==> src/rtl/puc_blk_packer.sv <==
`default_nettype none
// ============================================================================
//  Module   : puc_blk_packer
//  Purpose  : Packs one 512-byte SD block (time stamp + 63 PUC data words)
//             into the SDC host bus FIFO, pacing the upstream collector with
//             one request pulse per data word and flagging block completion.
//  Revision : 1.0  initial release
// ============================================================================
module puc_blk_packer #(
  parameter int WORDS_PER_BLK = 64,
  parameter int DW            = 64,
  parameter int TO_CYC        = 1023
) (
  input  logic          clk,
  input  logic          reset,
  input  logic          strt_blk_strb,
  input  logic [DW-1:0] time_stamp,
  input  logic [DW-1:0] puc_data,
  input  logic          puc_data_strb,
  output logic          rdy_for_nxt_pkt,
  output logic [DW-1:0] fifo_wr_data,
  output logic          fifo_wr_en,
  input  logic          fifo_full,
  output logic          blk_rdy_strb,
  output logic [6:0]    wrd_cnt,
  output logic          busy,
  output logic          timeout_err
);

  localparam int          TW     = $clog2(TO_CYC + 1);
  localparam logic [TW-1:0] TO_LIM = TW'(TO_CYC);
  localparam logic [6:0]  WPB    = 7'(WORDS_PER_BLK);

  typedef enum logic [2:0] {
    S_IDLE      = 3'd0,
    S_WR_TS     = 3'd1,
    S_REQ       = 3'd2,
    S_WAIT_DATA = 3'd3,
    S_WR_DATA   = 3'd4,
    S_DONE      = 3'd5
  } state_t;

  state_t        state_q, state_d;
  logic [DW-1:0] ts_q, ts_d;
  logic [DW-1:0] data_q, data_d;
  logic [TW-1:0] timer_q, timer_d;
  logic [DW-1:0] wr_data_q, wr_data_d;
  logic          wr_en_q, wr_en_d;
  logic          rdy_q, rdy_d;
  logic          blk_rdy_q, blk_rdy_d;
  logic [6:0]    cnt_q, cnt_d;
  logic          busy_q, busy_d;
  logic          to_err_q, to_err_d;
  logic [6:0]    cnt_inc;

  assign cnt_inc = cnt_q + 7'd1;

  // State and registered-output update; reset drops any partial block.
  always_ff @(posedge clk or negedge reset) begin
    if (!reset) begin
      state_q   <= S_IDLE;
      ts_q      <= '0;
      data_q    <= '0;
      timer_q   <= '0;
      wr_data_q <= '0;
      wr_en_q   <= 1'b0;
      rdy_q     <= 1'b0;
      blk_rdy_q <= 1'b0;
      cnt_q     <= '0;
      busy_q    <= 1'b0;
      to_err_q  <= 1'b0;
    end else begin
      state_q   <= state_d;
      ts_q      <= ts_d;
      data_q    <= data_d;
      timer_q   <= timer_d;
      wr_data_q <= wr_data_d;
      wr_en_q   <= wr_en_d;
      rdy_q     <= rdy_d;
      blk_rdy_q <= blk_rdy_d;
      cnt_q     <= cnt_d;
      busy_q    <= busy_d;
      to_err_q  <= to_err_d;
    end
  end

  // Next-state and next-output decode; pulses default low, the rest hold.
  always_comb begin
    state_d   = state_q;
    ts_d      = ts_q;
    data_d    = data_q;
    timer_d   = timer_q;
    wr_data_d = wr_data_q;
    wr_en_d   = 1'b0;
    rdy_d     = 1'b0;
    blk_rdy_d = 1'b0;
    cnt_d     = cnt_q;
    busy_d    = busy_q;
    to_err_d  = to_err_q;

    case (state_q)
      S_IDLE: begin
        busy_d = 1'b0;
        if (strt_blk_strb) begin
          ts_d     = time_stamp;
          cnt_d    = '0;
          to_err_d = 1'b0;
          busy_d   = 1'b1;
          state_d  = S_WR_TS;
        end
      end
      S_WR_TS: begin
        if (!fifo_full) begin
          wr_en_d   = 1'b1;
          wr_data_d = ts_q;
          cnt_d     = 7'd1;
          state_d   = S_REQ;
        end
      end
      S_REQ: begin
        rdy_d   = 1'b1;
        timer_d = '0;
        state_d = S_WAIT_DATA;
      end
      S_WAIT_DATA: begin
        // A strobe arriving on the final timer cycle still beats the timeout.
        if (puc_data_strb) begin
          data_d  = puc_data;
          state_d = S_WR_DATA;
        end else if (timer_q == TO_LIM) begin
          to_err_d = 1'b1;
          busy_d   = 1'b0;
          state_d  = S_IDLE;
        end else begin
          timer_d = timer_q + 1'b1;
        end
      end
      S_WR_DATA: begin
        if (!fifo_full) begin
          wr_en_d   = 1'b1;
          wr_data_d = data_q;
          if (cnt_q != WPB) begin
            cnt_d = cnt_inc;
          end
          state_d = (cnt_inc == WPB) ? S_DONE : S_REQ;
        end
      end
      S_DONE: begin
        // busy stays up through the blk_rdy_strb cycle and drops in IDLE.
        blk_rdy_d = 1'b1;
        state_d   = S_IDLE;
      end
      default: begin
        state_d = S_IDLE;
      end
    endcase
  end

  assign rdy_for_nxt_pkt = rdy_q;
  assign fifo_wr_data    = wr_data_q;
  assign fifo_wr_en      = wr_en_q;
  assign blk_rdy_strb    = blk_rdy_q;
  assign wrd_cnt         = cnt_q;
  assign busy            = busy_q;
  assign timeout_err     = to_err_q;

endmodule
`default_nettype wire

==> config.mk <==
export PLATFORM = sky130hd
export DESIGN_NAME = puc_blk_packer
export DESIGN_NICKNAME = d
export VERILOG_FILES = /design/src/rtl/puc_blk_packer.sv
export SDC_FILE = /design/constraint.sdc
export NUM_CORES = 1
export LEC_CHECK = 0
export CAP_MARGIN = 10
export CORE_MARGIN = 4
export CORE_UTILIZATION = 50
export DETAILED_ROUTE_END_ITERATION = 12
export PLACE_DENSITY = 0.92
export SLEW_MARGIN = 20
export SYNTH_ARGS = -nofsm -noshare
export SYNTH_HDL_FRONTEND = slang
export SYNTH_SLANG_ARGS = --single-unit
==> constraint.sdc <==
create_clock -name clk -period 2.4 [get_ports clk]
set_input_delay 0.6 -clock clk [delete_from_list [all_inputs] [get_ports clk]]
set_output_delay 0.6 -clock clk [all_outputs]
set_load 0.05 [all_outputs]
* After elaboration in Yosys (flattened, before gate mapping)
Cells that the tools add are included.
Word-level totals: flip-flop bits (word level) 217, latch bits 0, memory bits (writable) 0, memory bits (read-only) 0, input bits 133, word-level logic and storage cells 73, memories kept 0
Operators by class: add/sub/neg operators 2, $mul 0, divide/modulo/power cells 0, order comparisons 0, equal/unequal tests 16, shift-type cells 0, mux-type cells 30, bitwise operators 0, reduce and logical (&&, ||, !) cells 14
Operators by type and width (count):
- 64-bit two-way mux | 2
- 64-bit one-hot mux with 2 select lines | 1
- 7-bit two-way mux | 4
- 7-bit one-hot mux with 3 select lines | 1
- 10-bit two-way mux | 2
- 10-bit one-hot mux with 2 select lines | 1
- 3-bit two-way mux | 6
- 3-bit one-hot mux with 5 select lines | 1
- 2-bit inequality test, second input constant | 7
- 10-bit by 1-bit adder with 10-bit output, second input constant | 1
- 10-bit equality test, second input constant | 1
- 1-bit two-way mux | 10
- 3-bit AND reduction | 3
- 4-bit AND reduction | 2
- 7-bit by 1-bit adder with 7-bit output, second input constant | 1
- 7-bit equality test, second input constant | 1
- 7-bit inequality test, second input constant | 1
- 3-bit by 2-bit equality test with 1-bit output, second input constant | 2
- 3-bit equality test, second input constant | 2
- 2-bit nonzero test | 3
- 5-bit AND reduction | 1
- 1-bit one-hot mux with 2 select lines | 2
- 2-bit AND reduction | 2
- 3-bit by 1-bit equality test with 1-bit output, second input constant | 1
- other kinds (4) | 4

* Logic depth before layout (Yosys ltp)
word-level depth 5, gate-level depth with buffers 8

* Worst setup path after synthesis
OpenSTA, ideal clock, no wires.
path kind register to register, start point register cnt_q[0], in the netlist wrd_cnt[0], end point register cnt_q[1], in the netlist wrd_cnt[1], setup time 79 ps, arrival time 1784 ps, slack 537 ps, stages on the path, launching flop included 6, buffers on the path 0, period minus slack after synthesis 1863 ps, cells stage by stage dfrtp_1 -> inv_1 -> ha_1 -> and3_1 -> a221oi_2 -> mux2i_1
Between the ends: longest elaborated chain between the ends 4, elaborated cells on any way between the ends 7, those cells by class add/sub: 1; eq/ne: 2; mux: 3; reduce/logical: 1
Ends and longest elaborated chain:
- from (decl) | RTL line 51 | logic [6:0] cnt_q, cnt_d;
- from (signal assigned) | RTL line 81 | cnt_q <= cnt_d;
- 7-bit by 1-bit adder with 7-bit output | RTL line 56 | assign cnt_inc = cnt_q + 7'd1;
- 7-bit two-way mux | RTL line 142 | if (cnt_q != WPB) begin
- 7-bit two-way mux | RTL line 139 | if (!fifo_full) begin
- 7-bit one-hot mux with 3 select lines | RTL line 101 | case (state_q)
Several ways; a longest one is shown, not always the timed one. The select of a mux whose other input is x is not followed. A chain may end at the register's enable or synchronous reset.

* Worst setup path after layout
start point register cnt_q[6], in the netlist wrd_cnt[6], end point output port wrd_cnt[6]
RTL lines:
- to (decl) | RTL line 25 | output logic [6:0] wrd_cnt,
No word-level cell between the ends.

==> Flow_metrics.wiki <==
{| class="wikitable"
! Metric !! Value
|-
| Portion of total power attributed to the clock network || 21.1%
|-
| Required time of the critical path || 1.80 ns
|-
| Sw Ratio || 37.1%
|-
| Final weighted congestion of routability-driven global placement || 0.829
|-
| Minimum clock period || 2.33 ns
|-
| Count of cell types in the netlist || 53
|-
| Register bit total from synthesis || 217
|-
| Routed length per placed instance || 18.7 µm
|-
| Ordered cell list for the critical path || clkdlybuf4s50_1
|-
| Capturing element type of the critical path || primary output
|-
| Number of hold-repair buffers added at the cts stage || 0
|-
| Largest family of logic cells by synthesized area || multiplexers
|-
| Initial standard-cell utilization of the core || 50.7%
|-
| Insertion delay of the later-clocked pin in the worst-skew pair || 0.49 ns
|-
| Status || finished clean
|-
| Chip Width || 143 µm
|-
| Ports placed on the boundary || 209
|-
| Layout-stage area growth over the synthesis result || 35.2%
|-
| # DRC || 0
|-
| Pin count of the biggest net entering global routing || 77
|-
| Worst clock skew || 0.00814 ns
|-
| Post-synthesis adder-cell area fraction || 0.413%
|-
| Critical path buffer and inverter count || 1
|-
| Fraction of the cycle the final worst path needs || 97.1%
|-
| Critical-path top delay cell || sky130_fd_sc_hd__clkdlybuf4s50_1
|-
| Diode insertion count for antenna repair || 0
|-
| Final number of hold-violating endpoints || 0
|-
| Number of vias in the routed layout || 6301
|-
| Max Root-Sink Buffers || 3
|-
| Reported net switching power || 6.10 mW
|-
| Internal cell power || 10.4 mW
|-
| Number of levels the H-tree was split into || 1
|-
| RSZ-0062 raised after global routing || false
|-
| Vert. Die Dim || 143 µm
|-
| HPWL after DPL || 14700 µm
|-
| Clock slew at the register clock pins of the worst setup and hold paths || 0.06 ns
|-
| Placed insts || 1112
|-
| PortBufs || 208
|-
| Clock sink count || 217
|-
| Slew Limit Fails || 0
|-
| Final non-filler cell total || 1151
|-
| Max-capacitance violation count || 0
|-
| Portion of total power attributed to combinational logic || 40.1%
|-
| Power per cell area || 1340 mW/mm²
|-
| Data arrival time of the worst path || 1.73 ns
|-
| Class of the worst hold path || input port to async pin
|-
| TritonCTS clock tree || built
|-
| Via density || 5.47
|-
| Area of all sequential standard cells || 0.00543 mm²
|-
| Net Count, Synth || 835
|-
| Net count, final || 1044
|-
| Area enclosed by the die boundary || 0.0204 mm²
|-
| Number of instances in the synthesized netlist || 699
|-
| Cts bufs inserted || 23
|-
| Simple logic cell fraction of the synthesized area || 6.83%
|-
| Primary flip-flop cell chosen by synthesis mapping || sky130_fd_sc_hd__dfrtp_1
|-
| Power share of the sequential group || 38.8%
|-
| Global route overflow || 0
|-
| Leakage Power || 5.71 nW
|-
| Share of flip-flops with an asynchronous set or reset after synthesis || 100%
|-
| CP delay by family, top || buffers and inverters
|-
| DRT Wirelength || 21500 µm
|-
| Slew at the pin with the worst max-slew slack || 0.916 ns
|-
| Number of routed nets with antenna violations || 0
|-
| Category of the critical setup timing path || register to primary output
|-
| Number of antenna violations at the first check in global routing || 0
|-
| Relative slew slack || 38.2%
|-
| Row count || 49
|-
| Floorplan Core Area || 0.0179 mm²
|-
| Fraction of final layout cells sized beyond drive strength 1 || 20.7%
|-
| Cell at the root of the clock tree || sky130_fd_sc_hd__clkbuf_16
|-
| Post-Synthesis Mean Instance Area || 13.0 µm²
|-
| Post-Synth XOR/XNOR Area || 0.193%
|-
| Multi-input gate area || 0.00341 mm²
|-
| Maximum resistive drop on vdd || 838 µV
|-
| Proportion of synthesized area in mux cells || 23.4%
|-
| Final setup violation count || 0
|-
| Count of flip-flops with a built-in enable after synthesis || 0
|-
| Share of the synthesized area in compound gates (AO/OA/AOI/OAI) || 6.60%
|-
| DR pass1 iterations || 4
|-
| Fillers || 1247
|-
| Initial detailed-routing violation count || 285
|-
| Vias in the first global route || 6679
|-
| Critical path peak fanout || 5
|-
| Wire length of the first global-routing pass || 34400 µm
|-
| Crit path launch type || register
|-
| Ys Warns || 0
|-
| Final sum of negative setup slack || 0 ns
|-
| Maximum clock frequency || 0.429 GHz
|-
| Seq/Total Area, Yosys || 59.8%
|-
| Global router's overall resource usage || 21.0%
|-
| Crit-path max cell delay || 0.83 ns
|-
| Mapped cell area || 0.00908 mm²
|}
## registers in the layout (all words and copies together), names as in the netlist
register / cells
state_q: 3
timeout_err: 1
rdy_for_nxt_pkt: 1
fifo_wr_data: 64
fifo_wr_en: 1
wrd_cnt: 7
data_q: 64
timer_q: 10
ts_q: 64
busy: 1
blk_rdy_strb: 1
## synth_stat cells (2+ instances only)
| master | count | area share, % |
|---|---|---|
| sky130_fd_sc_hd__buf_6 | 2 | 0.25 |
| sky130_fd_sc_hd__o21ai_0 | 61 | 3.4 |
| sky130_fd_sc_hd__nor2_1 | 4 | 0.17 |
| sky130_fd_sc_hd__o211ai_1 | 4 | 0.33 |
| sky130_fd_sc_hd__nand4b_1 | 3 | 0.29 |
| sky130_fd_sc_hd__mux2_2 | 128 | 16 |
| sky130_fd_sc_hd__mux2i_1 | 68 | 7.5 |
| sky130_fd_sc_hd__nand2_1 | 77 | 3.2 |
| sky130_fd_sc_hd__buf_4 | 5 | 0.41 |
| sky130_fd_sc_hd__nor3_1 | 3 | 0.17 |
| sky130_fd_sc_hd__clkbuf_1 | 14 | 0.58 |
| sky130_fd_sc_hd__xnor2_1 | 2 | 0.19 |
| sky130_fd_sc_hd__inv_1 | 10 | 0.41 |
| sky130_fd_sc_hd__nand2b_1 | 2 | 0.14 |
| sky130_fd_sc_hd__and3_1 | 4 | 0.28 |
| sky130_fd_sc_hd__dfrtp_1 | 217 | 60 |
| sky130_fd_sc_hd__o31ai_1 | 2 | 0.17 |
| sky130_fd_sc_hd__ha_1 | 3 | 0.41 |
| sky130_fd_sc_hd__buf_2 | 20 | 1.1 |
| sky130_fd_sc_hd__nor2b_1 | 2 | 0.14 |
| sky130_fd_sc_hd__nor4_1 | 4 | 0.28 |
| sky130_fd_sc_hd__and4_1 | 2 | 0.19 |
| sky130_fd_sc_hd__nand3_1 | 11 | 0.61 |
| sky130_fd_sc_hd__a21oi_1 | 2 | 0.11 |
| sky130_fd_sc_hd__a31oi_1 | 6 | 0.41 |
| sky130_fd_sc_hd__o21ai_1 | 11 | 0.61 |
| sky130_fd_sc_hd__nand4_1 | 4 | 0.28 |
| sky130_fd_sc_hd__or3_1 | 3 | 0.21 |
## per-stage QoR
| step | instance area (µm²) | setup WS (ns) | hold WS (ns) | power, mW | utilization (%) |
|---|---|---|---|---|---|
| floorplan | 9080 | 0.537 | 0.304 | 10.7 | - |
| global placement | 11500 | 0.0162 | 0.460 | 12.7 | 64.5 |
| detailed placement | 11500 | -0.0164 | 0.469 | 13.0 | 64.5 |
| finish | 12300 | 0.0707 | 0.0759 | 16.5 | 68.6 |
| CTS | 12300 | 0.00529 | 0.0828 | 16.6 | 68.6 |
| global route | 12300 | 0.00416 | 0.104 | 17.4 | 68.6 |
## layout by cell type, fill, tap and decap left out, types with 4 or more instances in the layout
cell and n:
sky130_fd_sc_hd__clkbuf_8 4, sky130_fd_sc_hd__clkbuf_1 4, sky130_fd_sc_hd__nand2_1 77, sky130_fd_sc_hd__inv_1 10
sky130_fd_sc_hd__nand4_1 4, sky130_fd_sc_hd__buf_12 12, sky130_fd_sc_hd__o211ai_1 4, sky130_fd_sc_hd__mux2i_1 68
sky130_fd_sc_hd__and3_1 4, sky130_fd_sc_hd__nor4_1 4, sky130_fd_sc_hd__o21ai_0 61, sky130_fd_sc_hd__o21ai_1 11
sky130_fd_sc_hd__clkbuf_16 23, sky130_fd_sc_hd__buf_4 6, sky130_fd_sc_hd__clkdlybuf4s50_1 201, sky130_fd_sc_hd__dfrtp_1 217
sky130_fd_sc_hd__mux2_2 128, sky130_fd_sc_hd__nand3_1 11, sky130_fd_sc_hd__nor2_1 4, sky130_fd_sc_hd__clkinv_2 4
sky130_fd_sc_hd__a31oi_1 6
## timing repair
action	in CTS	in global routing
endpoints found under the setup margin	3	3
buffers inserted	0	0
resized for setup	3	3
## kinds of logic (layout without fill, tap and decap cells)
family                     Yosys count  in the layout
DFF                                217            217
muxes                              196            196
and+or+nand+nor                    127            127
AOI/OAI and AO/OA                  101            101
buffers and inverters               53            276
adders and majority gates            3              3
xor gates and xnor gates             2              2
## power by group through the flow
stage               Clock [mW]  Sequential, mW  Combinational, mW
global route              3.72            6.58               7.07
global placement             0            6.31               6.40
detailed placement           0            6.41               6.63
floorplan                    0            7.91               2.82
CTS                       3.54            6.38               6.67
finish                    3.47            6.38               6.60
## path summary, 6_finish.rpt
path                                        from  depth (start not counted)               end  slack, ns
worst max-delay path                  wrd_cnt[6]                          1        wrd_cnt[6]       0.07
worst max register to register        timer_q[0]                          5        timer_q[4]       0.27
worst min-delay path                       reset                          1  fifo_wr_data[55]       0.08
max in group asynchronous                  reset                          2          ts_q[15]       1.70
worst min register to register  fifo_wr_data[53]                          2  fifo_wr_data[53]       0.47
min in group clk                fifo_wr_data[53]                          2  fifo_wr_data[53]       0.47
## final cells by class
type                            instances  area share [%]
Clock buffer                           31            5.25
Inverter                               11           0.336
Tap cell                              229            2.33
Timing Repair Buffer                  226            19.3
Sequential cell                       217            44.2
Clock inverter                          8           0.784
Multi-Input combinational cell        429            27.8
## routing by layer
layer	part of all wire [%]	global-route usage, %	vias up
met5	0	0	-
met4	3.4	7.20	0
met3	6.7	4.39	46
met2	49	35.8	206
met1	41	26.9	3144
li1	-	-	2905
Power figures use the tool's default switching activity.
